### src/rtl/top_proc.sv
// top_proc: five-state multicycle RV32I-subset core (IF, ID, EX, MEM, WB).
// Define TOP_PROC_SHIFT_EN to build the shifter and the six shift instructions.
module top_proc #(
  parameter logic [31:0] INITIAL_PC = 32'h0040_0000
) (
  input  logic        clk,
  input  logic        rst,
  input  logic [31:0] instr,
  output logic [31:0] PC,
  output logic [31:0] dAddress,
  output logic [31:0] dWriteData,
  input  logic [31:0] dReadData,
  output logic [31:0] WriteBackData,
  output logic        MemRead,
  output logic        MemWrite
);

  typedef enum logic [2:0] {
    S_IF, S_ID, S_EX, S_MEM, S_WB
  } state_t;

  typedef enum logic [3:0] {
    OP_ADD, OP_SUB, OP_AND, OP_OR, OP_XOR,
    OP_SLT, OP_SLL, OP_SRL, OP_SRA
  } alu_op_t;

  state_t      state, state_nx;
  alu_op_t     op;
  logic [31:0] regs [32];
  logic [31:0] a, b, imm, alu_out;
  logic [31:0] imm_d, opnd, alu_y, pc_nx;
  logic [31:0] i_imm, s_imm, b_imm;
  logic [6:0]  opcode, f7;
  logic [2:0]  f3;
  logic [4:0]  rd, rs1, rs2;
  logic        use_imm, rd_we;
  logic        is_lw, is_sw, is_beq, is_r, is_i;

  // Instruction stays valid on the ROM port until PC changes, so decode is live.
  assign opcode = instr[6:0];
  assign rd     = instr[11:7];
  assign f3     = instr[14:12];
  assign rs1    = instr[19:15];
  assign rs2    = instr[24:20];
  assign f7     = instr[31:25];

  assign i_imm = {{20{instr[31]}}, instr[31:20]};
  assign s_imm = {{20{instr[31]}}, instr[31:25], instr[11:7]};
  assign b_imm = {{19{instr[31]}}, instr[31], instr[7],
                  instr[30:25], instr[11:8], 1'b0};

  assign is_lw  = (opcode == 7'h03) && (f3 == 3'b010);
  assign is_sw  = (opcode == 7'h23) && (f3 == 3'b010);
  assign is_beq = (opcode == 7'h63) && (f3 == 3'b000);
  assign is_r   = (opcode == 7'h33);
  assign is_i   = (opcode == 7'h13);

  always_comb begin
    op      = OP_ADD;
    use_imm = 1'b0;
    rd_we   = 1'b0;
    imm_d   = '0;
    unique case (1'b1)
      is_lw: begin
        use_imm = 1'b1;
        rd_we   = 1'b1;
        imm_d   = i_imm;
      end
      is_sw: begin
        use_imm = 1'b1;
        imm_d   = s_imm;
      end
      is_beq: begin
        op    = OP_SUB;
        imm_d = b_imm;
      end
      is_r: begin
        rd_we = 1'b1;
        case ({f7, f3})
          {7'h00, 3'b000}: op = OP_ADD;
          {7'h20, 3'b000}: op = OP_SUB;
          {7'h00, 3'b111}: op = OP_AND;
          {7'h00, 3'b110}: op = OP_OR;
          {7'h00, 3'b100}: op = OP_XOR;
          {7'h00, 3'b010}: op = OP_SLT;
`ifdef TOP_PROC_SHIFT_EN
          {7'h00, 3'b001}: op = OP_SLL;
          {7'h00, 3'b101}: op = OP_SRL;
          {7'h20, 3'b101}: op = OP_SRA;
`endif
          default: rd_we = 1'b0;
        endcase
      end
      is_i: begin
        use_imm = 1'b1;
        rd_we   = 1'b1;
        imm_d   = i_imm;
        case (f3)
          3'b000: op = OP_ADD;
          3'b111: op = OP_AND;
          3'b110: op = OP_OR;
          3'b100: op = OP_XOR;
          3'b010: op = OP_SLT;
`ifdef TOP_PROC_SHIFT_EN
          3'b001: begin
            if (f7 == 7'h00) op = OP_SLL;
            else rd_we = 1'b0;
          end
          3'b101: begin
            if (f7 == 7'h00) op = OP_SRL;
            else if (f7 == 7'h20) op = OP_SRA;
            else rd_we = 1'b0;
          end
`endif
          default: rd_we = 1'b0;
        endcase
      end
      default: ;
    endcase
  end

  assign opnd = use_imm ? imm : b;

  always_comb begin
    alu_y = a + opnd;
    case (op)
      OP_SUB: alu_y = a - opnd;
      OP_AND: alu_y = a & opnd;
      OP_OR:  alu_y = a | opnd;
      OP_XOR: alu_y = a ^ opnd;
      OP_SLT: alu_y = {31'b0, $signed(a) < $signed(opnd)};
`ifdef TOP_PROC_SHIFT_EN
      OP_SLL: alu_y = a << opnd[4:0];
      OP_SRL: alu_y = a >> opnd[4:0];
      OP_SRA: alu_y = $signed(a) >>> opnd[4:0];
`endif
      default: alu_y = a + opnd;
    endcase
  end

  assign pc_nx = (is_beq && (a == b)) ? PC + imm : PC + 32'd4;

  always_comb begin
    state_nx      = S_IF;
    MemRead       = 1'b0;
    MemWrite      = 1'b0;
    WriteBackData = alu_out;
    unique case (state)
      S_IF: state_nx = S_ID;
      S_ID: state_nx = S_EX;
      S_EX: state_nx = S_MEM;
      S_MEM: begin
        state_nx = S_WB;
        MemRead  = is_lw;
        MemWrite = is_sw;
      end
      S_WB: begin
        state_nx = S_IF;
        if (is_lw) WriteBackData = dReadData;
      end
      default: state_nx = S_IF;
    endcase
  end

  assign dAddress   = alu_out;
  assign dWriteData = b;

  always_ff @(posedge clk or negedge rst) begin
    if (!rst) begin
      state   <= S_IF;
      PC      <= INITIAL_PC;
      a       <= '0;
      b       <= '0;
      imm     <= '0;
      alu_out <= '0;
      for (int i = 0; i < 32; i++) regs[i] <= '0;
    end else begin
      state <= state_nx;
      case (state)
        S_ID: begin
          a   <= (rs1 == 5'd0) ? '0 : regs[rs1];
          b   <= (rs2 == 5'd0) ? '0 : regs[rs2];
          imm <= imm_d;
        end
        S_EX: alu_out <= alu_y;
        S_WB: begin
          if (rd_we && (rd != 5'd0)) regs[rd] <= WriteBackData;
          PC <= pc_nx;
        end
        default: ;
      endcase
    end
  end

endmodule

### config.mk
export PLATFORM = sky130hd
export DESIGN_NAME = top_proc
export DESIGN_NICKNAME = d
export VERILOG_FILES = /design/src/rtl/top_proc.sv
export SDC_FILE = /design/constraint.sdc
export NUM_CORES = 2
export LEC_CHECK = 0
export BUFFER_PORTS_ARGS = -buffer_cell sky130_fd_sc_hd__buf_4
export CAP_MARGIN = 20
export CORE_UTILIZATION = 30
export CTS_BUF_LIST = sky130_fd_sc_hd__clkbuf_16
export CTS_CLUSTER_DIAMETER = 120
export DETAILED_ROUTE_END_ITERATION = 8
export HOLD_SLACK_MARGIN = 0.12
export PLACE_DENSITY = 0.43
export SYNTH_ARGS = -nofsm -noshare
export SYNTH_HDL_FRONTEND = slang
export SYNTH_SLANG_ARGS = --single-unit
### constraint.sdc
create_clock -name clk -period 8.45 [get_ports clk]
set_input_delay 1.69 -clock clk [delete_from_list [all_inputs] [get_ports clk]]
set_output_delay 1.69 -clock clk [all_outputs]
set_load 0.01 [all_outputs]
==> reports/results.ini <==
[status]
outcome=finished, final reports clean

[finish]
final_cell_mix=1171 x o21ai_0, 1167 x dfrtp_1, 1156 x nand2_1, 451 x mux4_2, 334 x a21oi_1
final_common_cell=o21ai_0
layout-drive-gt1-share_pct=18.2
layout.nets=6564
fin_area_um2=75200
syn_to_final_growth_pct=14.1
post-route-util_pct=34.6

[sta]
fin_skew_ps=34.8
final_hold_viol_count=0
setup_viol=0
period_needed_ps=7080
maxSlewHeadroom_pct=21.5
fmax_mhz=141
worst_slew_pin_slew_ps=1180
finalCritPeriodShare_pct=83.8
finalSetupTns_ps=0
rsz0062_at_grt=false
hold_ws_ps=397
postLayoutSetupSlackWorst_ps=1370
drv_slew=0

[global_routing]
grt_pass1_vias=50800
grt_use_total_pct=24.6
grt_pass1_wl_um=394000
antenna_found_initial=13
grt_max_degree=162
grt_remaining_overflow=0

[place]
place_congestion=0.929
portBuffers=195
post-place-ws_ps=694
placed_area_um2=70600
hpwl_um=173000

[routing]
num_vias=52100
wire_per_inst_um=29.4
drcViolationCount=0
ant_nets=0
drtIter0Drc=4631
vias_per_cell=5.58
wl_um=275000
dr.pass1.iters=5

[worst_setup_path]
regToRegSetupSlack_ps=3700
start_kind=input port
path_class=input port to flip-flop
worstSetupPathDepth=21
endpoint_kind=flip-flop
reg2reg_depth=15
slowest_delay_ps=600
critPathSlowestCell=o41ai_1
critPathMaxFanout=23
cp.required_ps=9110
cp_num_buf_inv=3
path_delay_family=compound AO/OA/AOI/OAI gates
cp_cell_sequence=buf_4, and4bb_2, and2b_1, nand2b_1, or4_1, o21ai_1, nor2_4, buf_4, mux2_2, inv_1, ha_1, or4_4, or3_1, o22ai_2, o31ai_2, a21oi_1, a31oi_1, o22ai_1, o41ai_1, mux2i_1, o211ai_1
arrival_ps=7740
crit_top_cell=buf_4

[synth]
synth_top_flop_cell=dfrtp_1
syn_area_um2=65900
postSynthAreaPerCell_um2=10.2
async_reset_ff_share_pct=100
ys_types=96
synth_enable_flop_cells=0
yosys.area.top_type=dfrtp_1
ys_warn_count=0
synth_fp_nets=6683
synth_top_area_share_pct=44.3
ys_ff_latch=1168
ys_top_cells_by_area=dfrtp_1 44%, mux4_2 15%, o21ai_0 8.9%
synth-seq-area-share_pct=44.4
netlist_instances=6486

[cts]
cts.sinks=1168
hold_buffers=0
cts_resized=0
clk_latency_ps=820
cts_tree=done
clk_pin_slew_ps=60
htreeDepth=4
cts-root-buf=clkbuf_16
cts_made_buffers=145
cts_setup_buffers=0
cts_buffer_depth=3

[floorplanning]
core.rowCount=171
io_pins=196
die-area_um2=221000
die_h_um=471
start_util_pct=30.3
die_w_um=471
placeableCoreArea_um2=218000

[power]
clkPwrFrac_pct=47.5
vdd_drop_max_v=0.000168
p_seq_share_pct=43.7
p_sw_share_pct=27.0
total_leakage_power_nw=32.3
intPower_mw=9.49
p_comb_share_pct=8.8
p_per_area_nw_per_um2=173
p_switching_mw=3.51

[hold_path]
hold_class=flip-flop to flip-flop
hold_path_depth=0

[flow_run]
max_cap_violations=0

## cell usage after synthesis (8+ instances only)
cell / n
o21ai_0: 1172
dfrtp_1: 1167
nand2_1: 1167
clkbuf_1: 497
mux4_2: 451
a21oi_1: 335
mux2i_1: 261
nor2_1: 167
inv_1: 135
ha_1: 128
o22ai_1: 104
buf_1: 76
mux2_2: 76
o221ai_1: 65
nor3_1: 62
xnor2_1: 55
a21o_1: 53
nand3_1: 46
buf_2: 32
xor2_1: 27
o21ai_1: 26
and3_1: 22
nand2_2: 21
o21bai_1: 21
a31oi_1: 19
a211oi_1: 17
nand2b_1: 17
nand4_1: 17
nor2b_1: 17
a22o_1: 15
a221oi_1: 14
nor4_1: 14
o211ai_1: 14
nor3b_1: 12
o21a_1: 12
o31ai_1: 11
or2_2: 8
or4_1: 8
## per-stage QoR
stage,total power [mW],cells
floorplan,6.33,6486
finish,13.0,9339
CTS,13.1,9336
global route,13.4,9339
global placement,6.93,9071
detailed placement,6.93,9072
## final timing paths
path,startpoint,endpoint
max in group asynchronous,rst,dAddress[17]$_DFFE_PN0N_
min reg2reg,regs[1011]$_DFFE_PN0P_,regs[1011]$_DFFE_PN0P_
min,regs[1011]$_DFFE_PN0P_,regs[1011]$_DFFE_PN0P_
min in group asynchronous,rst,regs[791]$_DFFE_PN0P_
max reg2reg,imm[30]$_DFFE_PN0P_,dAddress[30]$_DFFE_PN0N_
max,instr[2],dAddress[30]$_DFFE_PN0N_
## area by class of cell
class / count / area, um^2
clock buffers: 149 / 3730
flip-flops and latches: 1168 / 29200
multi-input cells: 4573 / 34400
inverters: 138 / 518
repair buffers: 341 / 2810
well taps: 2854 / 3570
fillers: 21900 / 142000
diodes: 1 / 2.50
clock inverters: 115 / 885
## power groups by stage
stage | Clock, mW | Combinational (mW) | Sequential, mW
finish | 6.18 | 1.14 | 5.68
global route | 6.53 | 1.22 | 5.68
CTS | 6.31 | 1.15 | 5.68
detailed placement | 0 | 1.15 | 5.78
global placement | 0 | 1.15 | 5.78
floorplan | 0 | 0.592 | 5.74
## worst register-to-register path: cells and delay by family, from the launching register on
kind,cells,cell delay [ps]
flip-flops,1,320
AND/OR/NAND/NOR,3,980
buffers and inverters,2,390
AO/OA/AOI/OAI,8,2230
adder cells (fa/ha/maj),1,430
multiplexers,1,280
## metal layers
metal,global-route usage (%),wire length (um),up-vias
met5,0,27,-
met4,7.07,8000,4
met3,3.66,15600,347
met2,38.0,123000,1602
met1,35.5,128000,26900
li1,-,-,23300
## kinds of logic (layout without fill, tap and decap cells)
kind of cell	count (synthesis)	in the layout	share of synthesized area, %
AOI/OAI and AO/OA	1948	1948	16.7
xor gates and xnor gates	82	82	1.09
buffers and inverters	745	743	4.33
and+or+nand+nor	1623	1623	10.3
adders and majority gates	132	132	2.54
muxes	788	788	20.7
other	0	1	0
DFF	1168	1168	44.4
## flip-flops by register name, indices dropped and copies added, names as in the netlist
register / flops
regs: 1024
a: 32
PC: 32
state: 3
dAddress: 32
dWriteData: 32
imm: 13
(Power assumes the default switching activity.)
